File: config.mk
export PLATFORM = sky130hd
export DESIGN_NAME = seq_gen_tx
export DESIGN_NICKNAME = d
export VERILOG_FILES = /design/src/rtl/seq_gen_tx.sv
export SDC_FILE = /design/constraint.sdc
export NUM_CORES = 1
export LEC_CHECK = 0
export ABC_AREA = 1
export BUFFER_PORTS_ARGS = -buffer_cell sky130_fd_sc_hd__buf_2
export CAP_MARGIN = 20
export CORE_UTILIZATION = 54
export CTS_CLUSTER_SIZE = 20
export DETAILED_ROUTE_END_ITERATION = 7
export PLACE_DENSITY = 0.77
export SLEW_MARGIN = 30
export SYNTH_ARGS = -nofsm -noshare
export SYNTH_HDL_FRONTEND = slang
export SYNTH_SLANG_ARGS = --single-unit
File: constraint.sdc
create_clock -name clk -period 1.79 [get_ports clk]
set_input_delay 0 -clock clk [delete_from_list [all_inputs] [get_ports clk]]
set_output_delay 0 -clock clk [all_outputs]
set_load 0.03 [all_outputs]
File: src/rtl/seq_gen_tx.sv
// seq_gen_tx: serial frame transmitter with repeats; SEQ_GEN_TX_PREAMBLE_EN adds a 1,0,0,0 preamble per frame
module seq_gen_tx #(
    parameter int WIDTH = 8,
    parameter int LENW  = 4
) (
    input  logic             clk,
    input  logic             clr,
    input  logic             start,
    input  logic [WIDTH-1:0] data,
    input  logic [LENW-1:0]  len,
    input  logic [2:0]       rep,
    output logic             dout,
    output logic             dvalid,
    output logic             busy,
    output logic             done
);
    localparam int IW = (WIDTH > 1) ? $clog2(WIDTH) : 1;
    typedef enum logic [1:0] {IDLE, PRE, SHIFT, GAP} state_t;
`ifdef SEQ_GEN_TX_PREAMBLE_EN
    localparam state_t FIRST = PRE;
    logic [1:0] pre_q, pre_d;
`else
    localparam state_t FIRST = SHIFT;
`endif
    state_t           state_q, state_d;
    logic [WIDTH-1:0] word_q, word_d;
    logic [IW-1:0]    idx_q, idx_d, last_q, last_d;
    logic [2:0]       rep_q, rep_d;
    logic             dout_q, dout_d, dvalid_q, dvalid_d, busy_q, busy_d, done_q, done_d;
    logic [LENW-1:0]  len_eff;
    assign len_eff = (len == '0 || len > LENW'(WIDTH)) ? LENW'(WIDTH) : len;
    // next state, latched frame parameters and the output values for the coming cycle
    always_comb begin
        state_d = state_q;
        word_d  = word_q;
        last_d  = last_q;
        idx_d   = idx_q;
        rep_d   = rep_q;
`ifdef SEQ_GEN_TX_PREAMBLE_EN
        pre_d   = '0;
`endif
        case (state_q)
            IDLE: if (start) begin
                word_d  = data;
                last_d  = IW'(len_eff - LENW'(1));
                idx_d   = IW'(len_eff - LENW'(1));
                rep_d   = rep;
                state_d = FIRST;
            end
`ifdef SEQ_GEN_TX_PREAMBLE_EN
            PRE: begin
                pre_d   = pre_q + 2'd1;
                state_d = (pre_q == 2'd3) ? SHIFT : PRE;
            end
`endif
            SHIFT: begin
                idx_d   = idx_q - IW'(1);
                state_d = (idx_q != '0) ? SHIFT : (rep_q != '0) ? GAP : IDLE;
            end
            GAP: begin
                rep_d   = rep_q - 3'd1;
                idx_d   = last_q;
                state_d = FIRST;
            end
            default: state_d = IDLE;
        endcase
        done_d   = state_q == SHIFT && idx_q == '0 && rep_q == '0;
        busy_d   = state_d != IDLE;
        dvalid_d = state_d == SHIFT || state_d == PRE;
        dout_d   = state_d == SHIFT && word_d[idx_d];
`ifdef SEQ_GEN_TX_PREAMBLE_EN
        if (state_d == PRE) dout_d = pre_d == 2'd0;
`endif
    end
    // state and output registers with synchronous clear
    always_ff @(posedge clk) begin
        if (clr) begin
            state_q  <= IDLE;
            word_q   <= '0;
            last_q   <= '0;
            idx_q    <= '0;
            rep_q    <= '0;
            dout_q   <= 1'b0;
            dvalid_q <= 1'b0;
            busy_q   <= 1'b0;
            done_q   <= 1'b0;
`ifdef SEQ_GEN_TX_PREAMBLE_EN
            pre_q    <= '0;
`endif
        end else begin
            state_q  <= state_d;
            word_q   <= word_d;
            last_q   <= last_d;
            idx_q    <= idx_d;
            rep_q    <= rep_d;
            dout_q   <= dout_d;
            dvalid_q <= dvalid_d;
            busy_q   <= busy_d;
            done_q   <= done_d;
`ifdef SEQ_GEN_TX_PREAMBLE_EN
            pre_q    <= pre_d;
`endif
        end
    end
    assign dout   = dout_q;
    assign dvalid = dvalid_q;
    assign busy   = busy_q;
    assign done   = done_q;
endmodule

Yosys cells after proc, flatten, opt, wreduce, memory -nomap -nowiden
Index checks and enable logic that the tools add are counted.
{"block": "op_classes", "add_sub_neg": 3, "magnitude_cmp": 2, "eq_ne": 5, "muxes": 13, "n_reduce_logical": 15}
{"cell": "$mux W8", "count": 2}
{"cell": "$mux W3", "count": 3}
{"cell": "$pmux W3 S3", "count": 1}
{"cell": "$sub A3 B1 Y3 const B", "count": 3}
{"cell": "$eq A2 B2 Y1 const B", "count": 3}
{"cell": "$logic_not A3 Y1", "count": 2}
{"cell": "$mux W2", "count": 3}
{"cell": "$pmux W2 S3", "count": 1}
{"cell": "$pmux W3 S2", "count": 1}
{"cell": "$reduce_bool A3 Y1", "count": 2}
{"cell": "$gt A4 B4 Y1 const B", "count": 1}
{"cell": "$logic_not A4 Y1", "count": 1}
{"cell": "$lt A3 B4 Y1 const B", "count": 1}
{"cell": "$reduce_and A2 Y1", "count": 2}
{"cell": "$reduce_bool A2 Y1", "count": 2}
{"cell": "$bmux W1 S3", "count": 1}
{"cell": "$logic_and A1 B1 Y1", "count": 3}
{"cell": "$eq A2 B1 Y1 const B", "count": 1}
{"cell": "$logic_not A2 Y1", "count": 1}
{"cell": "$logic_or A1 B1 Y1", "count": 2}
{"cell": "$ne A2 B2 Y1 const B", "count": 1}
{"cell": "$mux W1", "count": 1}
{"block": "totals", "ff_bits": 23, "in_bits": 18, "out_inout_bits": 4, "elab_cells": 47}

Depth between registers and ports, before layout
Gate-level depths: netlist of run 1.
{"block": "logic_depth", "word_depth": 9, "ltp_mapped": 14, "mapped_depth_nobuf": 14}

Worst setup path before layout of run 1
OpenSTA, ideal clock, no wires.
{"block": "synth_timing", "path_kind": "register to register", "startpoint": "register rep_q[0]", "endpoint": "register dvalid_q, in the netlist dvalid", "setup_ns": 0.128, "t_arrival_ns": 1.312, "t_required_ns": 1.662, "path_slack_ns": 0.350, "path_stages_with_launch": 11, "n_path_buf": 0, "synth_period_minus_slack_ns": 1.440, "path_cell_list": "dfxtp_1 > inv_1 > ha_1 > ha_1 > inv_1 > nor3_1 > nor2_1 > inv_1 > ha_1 > inv_1 > nor2_1"}
{"block": "synth_via", "elab_chain_len": 6, "word_cells_on_any_way": 7, "cone_classes": "eq/ne (2); mux (3); reduce/logical (2)"}
{"element": "from (decl)", "line": "28", "text": "logic [2:0] rep_q, rep_d;"}
{"element": "from (signal assigned)", "line": "95", "text": "rep_q <= rep_d;"}
{"element": "$reduce_bool A3 Y1 *", "line": "58", "text": "state_d = (idx_q != '0) ? SHIFT : (rep_q != '0) ? GAP : IDLE;"}
{"element": "$mux W2 * (2 in a row)", "line": "58"}
{"element": "$pmux W2 S3 *", "line": "42", "text": "case (state_q)"}
{"element": "named net state_d[1]", "line": "25", "text": "state_t state_q, state_d;"}
{"element": "$eq A2 B2 Y1 / $eq A2 B1 Y1 (equally long branches)", "line": "69", "text": "dvalid_d = state_d == SHIFT || state_d == PRE;"}
{"element": "$logic_or A1 B1 Y1 *", "line": "69"}
{"element": "named net dvalid_d", "line": "29", "text": "logic dout_q, dout_d, dvalid_q, dvalid_d, busy_q, busy_d, done_q, done_d;"}
{"element": "to (signal assigned)", "line": "97", "text": "dvalid_q <= dvalid_d;"}
{"element": "to (decl)", "line": "29"}
The timed path passes the listed nets; every way through them passes the cells marked *.
A chain may end at the register's enable or synchronous reset.

Worst setup path in the final report of run 1
{"block": "layout_timing", "startpoint": "register rep_q[1]", "endpoint": "register dvalid_q, in the netlist dvalid"}
Same word-level chain as after synthesis.

==> results of run 1 <==
-- state kept, by name, summed over array words and instances, names as in the netlist --
name / flops
busy: 1
done: 1
dout: 1
dvalid: 1
idx_q: 3
last_q: 3
rep_q: 3
state_q: 2
word_q: 8
-- worst reg2reg max path: stages, from the launching register on --
cell and delay, ns:
dfxtp_1 0.37, inv_1 0.05, ha_1 0.18, ha_1 0.19
inv_1 0.11, nor3_2 0.06, nor2_1 0.12, inv_1 0.07
ha_1 0.29, inv_1 0.06, nor2_1 0.03
-- metrics by stage --
| step | cell area [sq um] | power [W] | hold slack, ns | worst slack (ns) |
|---|---|---|---|---|
| detailed placement | 1360 | 0.00101 | 0.270 | 0.143 |
| floorplan | 1240 | 0.000911 | 0.149 | 0.350 |
| global route | 1490 | 0.00135 | 0.0431 | 0.00321 |
| global placement | 1360 | 0.000990 | 0.261 | 0.220 |
| finish | 1490 | 0.00127 | 0.0284 | 0.150 |
| CTS | 1490 | 0.00127 | 0.0239 | 0.131 |
-- repair_timing --
item	in CTS	in global routing
gates resized for setup	0	1
hold buffers	10	0
endpoints found under the hold margin	10	0
endpoints found under the setup margin	0	1
-- cells in the mapped netlist (all sizes together) --
library cell   n  area, sq um
clkbuf         2         7.51
nand2         34          143
a21oi          7         50.1
nor3           1         5.00
or2            4         27.5
nand4          4         25.0
buf            1         11.3
nor4           1         6.26
inv           27          106
dfxtp         23          460
a31oi          2         12.5
o21ai          8         43.8
o21bai         1         7.51
o21a           1         7.51
nand3         12          103
nor2          23         86.3
ha             7         87.6
xor2           1         8.76
mux2i          4         40.0
-- per-layer routing --
layer / GRT usage, % / wire (microns) / vias to the layer above
li1: - / - / 582
met1: 26.5 / 1140 / 532
met2: 46.8 / 1340 / 27
met3: 3.09 / 76 / 2
met4: 7.14 / 32 / 0
met5: 0 / 0 / -
-- area by class of cell --
cell class | instances | area share [%]
multi-input cells | 110 | 44.1
clock inverters | 1 | 0.336
inverters | 27 | 7.13
repair buffers | 31 | 13.8
well taps | 27 | 2.27
clock buffers | 3 | 1.51
flip-flops and latches | 23 | 30.9
-- power by group through the flow --
stage               clock network, W  registers, W  logic, W
floorplan                          0      0.000621  0.000290
global placement                   0      0.000600  0.000391
detailed placement                 0      0.000602  0.000404
CTS                         0.000255      0.000591  0.000422
global route                0.000273      0.000596  0.000484
finish                      0.000247      0.000591  0.000429
-- logic make-up (layout without fill, tap and decap cells) --
group | after synthesis | count (layout) | synth area share, %
buffers and inverters | 30 | 62 | 10.1
xor gates and xnor gates | 1 | 1 | 0.707
and+or+nand+nor | 79 | 79 | 31.9
DFF | 23 | 23 | 37.2
muxes | 4 | 4 | 3.23
adders and majority gates | 7 | 7 | 7.07
AOI/OAI and AO/OA | 19 | 19 | 9.80
-- worst max-delay path by stage --
stage / endpoint / slack [ns] / depth (start not counted)
finish: dvalid / 0.15 / 10
global route: dvalid / 0.003 / 10
CTS: dvalid / 0.13 / 10
detailed placement: dvalid / 0.14 / 10
global placement: dvalid / 0.22 / 10
floorplan: dvalid / 0.35 / 10
==> results.md, run 1 <==
Critical path:
- The kind of end point of the critical path is a flip-flop.
- Counting stages on the worst path, the most repeated cell is inv_1.
- The critical path's slowest cell is dfxtp_1.
- The maximum single-stage delay on the critical path is 0.37 ns.
- On the critical path the largest part of the delay comes from adder cells.
- The worst setup path startpoint is rep_q[1].
- The critical path goes through inv_1, ha_1, ha_1, inv_1, nor3_2, nor2_1, inv_1, ha_1, inv_1, nor2_1.
- Along the worst path, the maximum fanout reaches 3.
- The data required time of the worst path is 2.01 ns.
- The buffering stage count on the worst path with inverters included is 4.
- In this run the register-to-register setup slack is 0.15 ns.
- The endpoint identified for the worst register-to-register timing path is dvalid.
- The startpoint identified for the worst register-to-register timing path is rep_q[1].
- The kind of start point of the critical path is a flip-flop.
- Data on the critical path arrives at its endpoint at 1.86 ns.
- The worst-case reg-to-reg path depth is 10.
- The critical path in this run is classified as reg2reg.

Route:
- Once detail routing completed, the nets flagged for antenna violations numbered 0.
- For this block, the initial DRC count from the detailed router was 14.
- The average wire length per cell after detail routing is 11.7 microns.
- The ratio of routed vias to standard cells is 5.15.
- The total length of routed wires is 2590 microns.
- For this run, design rule violations remaining after detail routing come to 0.
- The first detailed-routing pass took 4 iterations.
- The via count is 1143.

Yosys:
- After synthesis the netlist holds a flip-flop and latch count of 23.
- The Yosys step of the flow raised 0 warnings.
- The synthesized area per cell is 7.60 sq um.
- In this run the cell area of the synthesized design comes to 0.00124 sq mm.
- The number of nets in the synthesized netlist is 188.
- The count of unique library cells instantiated by Yosys is 31.
- Synthesis produced a netlist whose cell count is 163.
- Summing the sequential cell areas from Yosys gives 37.2% of the chip area.

Timing:
- Headroom to the max-slew limit came out at 73.4%.
- The final count of hold timing violations is 0.
- Setup repair after global routing left no endpoint under its margin.
- Across the routed clock network, the largest skew measured is 0.00578 ns.
- The final total negative setup slack is 0 ns.
- The transition time at the pin with the least slew margin is 0.399 ns.
- For the finished layout, the period the worst path requires is 1.64 ns.
- Static timing analysis puts the maximum clock frequency at 610 MHz.
- The post-route clock period utilization is 91.6%.
- The final number of setup-violating endpoints is 0.
- The number of pins with negative max-slew slack in the final report is 0.

Floorplan:
- The standard cell core area is 0.00206 sq mm.
- Measured along the x axis, the die boundary spans 49.9 microns.
- The boundary pin count is 22.
- The chip height is 49.9 microns.
- The overall die area is 0.00249 sq mm.
- Row generation in the floorplan step produced 16 rows.
- For this configuration, the core starts out at a cell density of 60.1%.

Hold path:
- The tightest min-delay check is of the in2reg type.
- The worst hold path depth is 4.
- For hold timing, the worst endpoint is word_q[6].
- The worst hold path begins at data[6].

Power and ir drop:
- The analysis attributes to cell leakage a power of 0.748 nW.
- In this run the power spent charging and discharging nets is 0.000451 W.
- The maximum resistive drop on vdd is 0.708 mV.
- Net switching is 35.6% of the power.
- Sequential cells burn 46.7% of the power.
- The share of total power dissipated in the clock network is 19.5%.
- Per report_power, the combinational group accounts for 33.8% of the total.
- The internal power component is 0.000816 W.
- Dividing total power by cell area gives a power density of 850 mW/mm^2.

Global route:
- The first-pass GRT wire length is 4640 microns.
- The via count of the first global-routing pass is 1150.
- The maximum number of pins on one net before global-route repair is 23.
- After global routing the overflow that remains totals 0.
- Global routing used 24.1% of the available tracks across all layers.
- The initial antenna violation count is 0.

Place:
- The number of placed instances with taps included is 208.
- The global placement routability congestion is 0.826.
- The post-DP HPWL is 1940 microns.
- The count of buffers from port buffering is 21.

Cells and area:
- The flip-flop and latch area is 460 sq um.
- The fraction of the core area covered by cells at the end of the flow is 72.3%.
- The layout overhead on the synthesized area is 20.4%.
- For this run, the post-layout net count is 221.
- The layout has 160 filler cells.
- Leaving out fill and tap cells, the most frequent cells in the layout are 30 x nand2_1, 23 x nor2_1, 23 x dfxtp_1, 22 x inv_1, 21 x buf_2.
- The area of the multi-input gates is 658 sq um.
- The final cell count without fillers is 222.
- The number of antenna repair diodes is 0.
- The library cell used most frequently in the layout, excluding fill and tap cells, is nand2_1.
- The fraction of layout instances using a drive strength above 1 is 23.1%.

CTS:
- The total clock buffers created by CTS is 3.
- The maximum number of buffers from clock root to sink is 2.
- The later pin in the worst-skew pair is clocked with a latency of 0.32 ns.
- After clock tree synthesis, the clock-pin slew on the worst setup and hold paths is 0.13 ns.
- The library cell used as clock root buffer is clkbuf_4.
- TritonCTS built the clock tree.
- The count of buffers added by post-CTS timing repair for setup is 0.
- The depth of the CTS H-tree is 1.
- The number of clock sinks is 23.

Run status:
- The run finished with clean final reports.

Run:
- The number of maximum-capacitance constraint violations is 0.
(Power assumes the default switching activity.)
==> inputs of run 2 (changes only) <==
--- a/config.mk
+++ b/config.mk
@@ -10,4 +10,5 @@
 export CAP_MARGIN = 20
 export CORE_UTILIZATION = 54
+export CTS_CLUSTER_DIAMETER = 100
 export CTS_CLUSTER_SIZE = 20
 export DETAILED_ROUTE_END_ITERATION = 7
==> constraint.sdc (replaced) <==
create_clock -name clk -period 1.79 [get_ports clk]
set_input_delay 0.4475 -clock clk [delete_from_list [all_inputs] [get_ports clk]]
set_output_delay 0.4475 -clock clk [all_outputs]
set_load 0.03 [all_outputs]
==> results.md, run 2 (synthesis gave the netlist of run 1 again) <==
Power and ir drop:
- The clock network fraction of total power came to 18.9% (was 19.5%).
- The internal power component is 0.000829 W (was 0.000816 W).
- The part of the power in combinational logic is 34.7% (was 33.8%).
- The power share of the sequential group was 46.4% (was 46.7%).
- The maximum resistive drop on vdd is 0.744 mV (was 0.708 mV).
- The leakage power figure came to 0.737 nW (was 0.748 nW).
- The post-route total power came to 0.00127 W (about the same).
- The power per standard cell area is 872 mW/mm^2 (was 850 mW/mm^2).
- The net switching power is 0.000445 W (was 0.000451 W).
- The switching power share of the total is 34.9% (was 35.6%).

Route:
- The via count was 1067 (was 1143).
- The detailed router's first-iteration violation count is 10 (was 14).
- The average wire length per cell after detail routing is 11.2 microns (was 11.7 microns).
- The total length of routed wires is 2440 microns (was 2590 microns).
- The ratio of routed vias to standard cells came to 4.87 (was 5.15).
- The first-pass iteration count of the detailed router is 4 (unchanged).
- The post-route antenna net violation count is 0 (unchanged).
- The final routed DRC violation total is 0 (unchanged).

Global route:
- The met1 demand-to-capacity share in global routing is 27.8% (was 26.5%).
- The first-pass GRT wire length is 4280 microns (was 4640 microns).
- The initial antenna violation count came to 0 (unchanged).
- The met3 global-route usage is 3.70% (was 3.09%).
- The met2 demand-to-capacity share in global routing is 38.3% (was 46.8%).
- The overall fraction of global-route tracks in use was 22.4% (was 24.1%).
- The via count of the first global-routing pass is 1076 (was 1150).
- The maximum number of pins on one net before global-route repair came to 23 (unchanged).
- The overflow left after global routing came to 0 (unchanged).
- The most used routing layer is met2 (unchanged).

Timing:
- The final critical-path required period is 1.64 ns (about the same).
- The maximum frequency from static timing analysis is 608 MHz (was 610 MHz).
- The number of pins with negative max-slew slack in the final report is 0 (unchanged).
- The post-route worst hold slack is 0.387 ns (was 0.0284 ns).
- The final number of setup-violating endpoints is 0 (unchanged).
- The final count of hold timing violations is 0 (unchanged).
- The relative max-transition margin is 74.4% (was 73.4%).
- Setup repair after global routing missed its margin: false (unchanged).
- The post-route clock period utilization is 91.8% (was 91.6%).
- The worst clock skew came to 0.00464 ns (was 0.00578 ns).
- The worst setup margin is 0.147 ns (was 0.150 ns).
- The transition time at the pin with the least slew margin is 0.384 ns (was 0.399 ns).

Critical path:
- The kind of end point of the critical path was a flip-flop (unchanged).
- The critical path class is reg2reg (unchanged).
- The worst path arrival time is 1.86 ns (about the same).
- The setup slack of the worst register-to-register path is 0.15 ns (about the same).
- The data required time of the worst path came to 2.01 ns (about the same).
- The critical-path maximum fanout is 13 (was 3).
- The capture point of the worst path is dout (was dvalid).
- The kind of start point of the critical path is a flip-flop (unchanged).
- The worst setup path startpoint is state_q[0] (was rep_q[1]).
- The worst-case reg-to-reg path depth is 9 (was 10).
- The launching point of the worst reg2reg path is state_q[0] (was rep_q[1]).
- The reg-to-reg endpoint is dout (was dvalid).

Place:
- The global placement routability congestion came to 0.808 (was 0.826).
- The post-DP HPWL came to 1860 microns (was 1940 microns).
- The worst slack at placement is -0.228 ns (was 0.143 ns).
- The count of buffers from port buffering is 21 (unchanged).
- The number of placed instances with taps included is 215 (was 208).

Run status:
- Outcome: finished clean (unchanged).

Floorplan:
- The chip height is 49.9 microns (unchanged).
- The overall die area is 0.00249 sq mm (unchanged).
- The standard cell core area came to 0.00206 sq mm (unchanged).
- The number of rows created at floorplan was 16 (unchanged).
- The boundary pin count is 22 (unchanged).
- The die span in x is 49.9 microns (unchanged).
- The initial standard-cell utilization of the core came to 60.1% (unchanged).

Cells and area:
- The layout overhead on the synthesized area came to 17.9% (was 20.4%).
- The number of flip-flops under the largest register name is 8 (unchanged).
- The final cell count without fillers is 219 (was 222).
- The number of antenna repair diodes came to 0 (unchanged).
- Most frequent cells in the layout: 29 x nand2_1, 22 x nor2_1, 21 x inv_1, 21 x dfxtp_1, 21 x buf_2 (was 30 x nand2_1, 23 x nor2_1, 23 x dfxtp_1, 22 x inv_1, 21 x buf_2).
- The post-layout net count was 218 (was 221).
- The most flop-heavy register is word_q (unchanged).
- The fraction of layout instances using a drive strength above 1 was 31.3% (was 23.1%).
- The most common cell after layout, fill and taps aside is nand2_1 (unchanged).
- The total of fill cells in the finished design is 171 (was 160).

CTS:
- The clock tree from TritonCTS was done (unchanged).
- The number of clock sinks is 23 (unchanged).
- The clock latency on the worst-skew pair is 0.31 ns (was 0.32 ns).
- The total clock buffers created by CTS is 3 (unchanged).
- The maximum number of buffers from clock root to sink is 2 (unchanged).
- The CTS clock-pin slew for the worst setup and hold paths is 0.13 ns (about the same).
- The library cell used as clock root buffer was clkbuf_4 (unchanged).
- The depth of the CTS H-tree is 1 (unchanged).

Run:
- The number of maximum-capacitance constraint violations is 0 (unchanged).

Hold path:
- The path class of the lowest-slack min-delay path is in2reg (unchanged).
run 2: cell count changes in the layout (fill, tap and decap cells not counted), sizes merged:
cell,change
dlygate4sd3,-10
buf,+7
run 2: routing by layer:
metal  routed length, microns  vias to the layer above
li1                         -                      575
met1                     1150                      462
met2                     1150                       21
met3                       86                        9
met4                       59                        0
met5                        0                        -
run 2: worst min path at each step:
stage                          from         to  slack [ns]  cells after the start
final                        rep[1]   rep_q[1]        0.39                      3
after global routing         rep[1]   rep_q[1]        0.39                      3
after CTS                   data[7]  word_q[7]        0.38                      3
after detailed placement  last_q[0]  last_q[0]        0.46                      2
after global placement    last_q[1]  last_q[1]        0.45                      2
after floorplan           last_q[0]  last_q[0]        0.44                      2
run 2: power by group through the flow:
stage,clock network [W],logic (W),registers [W]
6_report,0.000241,0.000441,0.000591
5_1_grt,0.000272,0.000499,0.000597
4_1_cts,0.000246,0.000434,0.000590
3_5_place_dp,0,0.000432,0.000600
3_3_place_gp,0,0.000416,0.000599
2_1_floorplan,0,0.000290,0.000621
run 2: worst max-delay path, cell delays in order (launching register included):
cell     delay, ns
dfxtp_1       0.44
inv_2         0.09
nand3_4       0.18
buf_4         0.18
mux2i_1       0.25
nand2_1       0.08
nand3_1       0.07
nand2_1       0.06
nor2_1        0.14
nor2_1        0.06
run 2: layout make-up:
type / count / area [sq um] / share of cell area [%]
repair buffers: 28 / 158 / 10.8
multi-input cells: 110 / 672 / 46.0
clock inverters: 1 / 5.00 / 0.343
well taps: 27 / 33.8 / 2.31
flip-flops and latches: 23 / 463 / 31.7
inverters: 27 / 106 / 7.28
clock buffers: 3 / 22.5 / 1.54
run 2: timing repair:
item	in CTS	in global routing
buffers inserted	0	0
endpoints found under the setup margin	0	1
resized for setup	0	9
hold buffers	0	0
run 2: stage by stage:
step	cell area [sq um]	utilization (%)	setup TNS (ns)
finish	1460	70.8	0
CTS	1440	69.8	0
floorplan	1240	-	0
global placement	1410	68.4	-0.189
detailed placement	1410	68.4	-0.499
global route	1460	70.8	0
==> inputs of run 3 (changes only) <==
BUFFER_PORTS_ARGS = -buffer_cell sky130_fd_sc_hd__buf_4   (was -buffer_cell sky130_fd_sc_hd__buf_2)
==> results.md, run 3 (synthesis gave the netlist of run 1 again) <==
Run status:
- Outcome: finished clean (unchanged).

Route:
- The average wire length per cell after detail routing came to 10.9 microns (was 11.2 microns).
- The via count is 1072 (was 1067).
- The first-pass iteration count of the detailed router is 4 (unchanged).
- The total length of routed wires is 2350 microns (was 2440 microns).
- The post-route antenna net violation count is 0 (unchanged).
- The final routed DRC violation total is 0 (unchanged).
- The detailed router's first-iteration violation count is 17 (was 10).
- The ratio of routed vias to standard cells is 4.96 (was 4.87).

Place:
- The worst slack at placement is -0.224 ns (was -0.228 ns).
- The placed standard-cell area is 0.00144 sq mm (was 0.00141 sq mm).
- The post-DP HPWL is 1880 microns (was 1860 microns).
- The count of buffers from port buffering is 21 (unchanged).
- The global placement routability congestion was 0.853 (was 0.808).

Timing:
- Setup repair after global routing missed its margin: false (unchanged).
- The relative max-transition margin is 80.2% (was 74.4%).
- The transition time at the pin with the least slew margin came to 0.293 ns (was 0.384 ns).
- The worst clock skew is 0.0116 ns (was 0.00464 ns).
- The final critical-path required period was 1.64 ns (about the same).
- The final total negative setup slack is 0 ns (unchanged).
- The final count of hold timing violations is 0 (unchanged).
- The maximum frequency from static timing analysis came to 612 MHz (was 608 MHz).
- The worst setup margin is 0.155 ns (was 0.147 ns).
- The post-route clock period utilization is 91.4% (was 91.8%).
- The number of pins with negative max-slew slack in the final report came to 0 (unchanged).
- The final number of setup-violating endpoints is 0 (unchanged).

Cells and area:
- The number of antenna repair diodes is 0 (unchanged).
- The layout overhead on the synthesized area is 18.9% (was 17.9%).
- Most frequent cells in the layout: 30 x nand2_1, 25 x buf_4, 23 x nor2_1, 23 x dfxtp_1, 22 x inv_1 (was 29 x nand2_1, 22 x nor2_1, 21 x inv_1, 21 x dfxtp_1, 21 x buf_2).
- The post-layout net count came to 215 (was 218).
- The number of flip-flops under the largest register name was 8 (unchanged).
- The fraction of the core area covered by cells at the end of the flow is 71.4% (was 70.8%).
- The most common cell after layout, fill and taps aside is nand2_1 (unchanged).
- The area of all placed cells without fillers came to 0.00147 sq mm (was 0.00146 sq mm).
- The fraction of layout instances using a drive strength above 1 is 25.9% (was 31.3%).
- The most flop-heavy register is word_q (unchanged).

Critical path:
- The kind of start point of the critical path was an input pin (was flip-flop).
- The kind of end point of the critical path was a flip-flop (unchanged).
- The data required time of the worst path is 2.05 ns (was 2.01 ns).
- The worst path arrival time is 1.90 ns (was 1.86 ns).
- The critical path class is in2reg (was reg2reg).
- The critical-path maximum fanout was 3 (was 13).

CTS:
- The depth of the CTS H-tree is 1 (unchanged).
- The clock tree from TritonCTS is done (unchanged).
- The clock latency on the worst-skew pair is 0.31 ns (about the same).
- The count of instances resized after the clock tree is built is 0 (unchanged).
- The total clock buffers created by CTS was 3 (unchanged).
- The number of clock sinks is 23 (unchanged).
- The maximum number of buffers from clock root to sink is 2 (unchanged).
- The count of buffers added by post-CTS timing repair for setup is 0 (unchanged).
- The number of buffers inserted for hold repair after clock tree synthesis is 0 (unchanged).
- The CTS clock-pin slew for the worst setup and hold paths is 0.13 ns (about the same).
- The library cell used as clock root buffer is clkbuf_4 (unchanged).

Power and ir drop:
- The leakage power figure is 0.740 nW (was 0.737 nW).
- The maximum resistive drop on vdd is 0.826 mV (was 0.744 mV).
- The power per standard cell area is 859 mW/mm^2 (was 872 mW/mm^2).

Global route:
- The via count of the first global-routing pass came to 1034 (was 1076).
- The overflow left after global routing was 0 (unchanged).
- The overall fraction of global-route tracks in use is 21.0% (was 22.4%).
- The initial antenna violation count is 0 (unchanged).
- The first-pass GRT wire length is 4100 microns (was 4280 microns).
- The maximum number of pins on one net before global-route repair is 23 (unchanged).

Floorplan:
- The standard cell core area is 0.00206 sq mm (unchanged).
- The boundary pin count is 22 (unchanged).
- The chip height was 49.9 microns (unchanged).
- The die span in x is 49.9 microns (unchanged).
- The initial standard-cell utilization of the core is 60.1% (unchanged).
- The number of rows created at floorplan is 16 (unchanged).
- The overall die area is 0.00249 sq mm (unchanged).

Run:
- The number of maximum-capacitance constraint violations is 0 (unchanged).

Hold path:
- The path class of the lowest-slack min-delay path is in2reg (unchanged).
run 3: power by group:
group | internal (W) | switching (W)
clock network | 0.0000834 | 0.000151
logic | 0.000186 | 0.000253
registers | 0.000566 | 0.0000242
total | 0.000835 | 0.000429
run 3: path summary, 6_finish.rpt:
kind	startpoint	end	slack, ns	depth (start not counted)
min	data[7]	word_q[7]	0.39	3
max reg2reg	rep_q[0]	dvalid	0.16	10
min reg2reg	last_q[1]	last_q[1]	0.48	2
max	len[0]	dout	0.15	14
run 3: metrics by stage:
step,hold slack (ns),total power (W),instances
after floorplan,0.444,0.000911,163
after global placement,0.455,0.00102,212
after detailed placement,0.460,0.00104,212
after CTS,0.386,0.00128,216
after global routing,0.397,0.00136,216
final,0.393,0.00126,216
run 3: critical path, cell delays in order:
cell and delay [ns]:
buf_4 0.11, nor2_1 0.13, nand2_1 0.07, nand2_1 0.07, nand3_1 0.11, ha_1 0.21
o21bai_1 0.17, nand3_2 0.09, nand2_1 0.07, a21oi_2 0.17, inv_1 0.06, nand2_1 0.07
nor2_1 0.04, nor2_1 0.08
run 3: cell type report:
| class | count | area (sq um) |
|---|---|---|
| multi-input combinational | 110 | 657 |
| fill | 172 | 589 |
| sequential | 23 | 460 |
| timing repair buffer | 25 | 188 |
| inverter | 27 | 106 |
| tap | 27 | 33.8 |
| clock buffer | 3 | 22.5 |
| clock inverter | 1 | 5.00 |
run 3: layer usage:
metal  up-vias  GRT usage [%]  wire length, microns
li1        566              -                     -
met1       476           24.6                  1070
met2        26           37.6                  1140
met3         4           4.94                   110
met4         0           6.19                    28
met5         -              0                     0
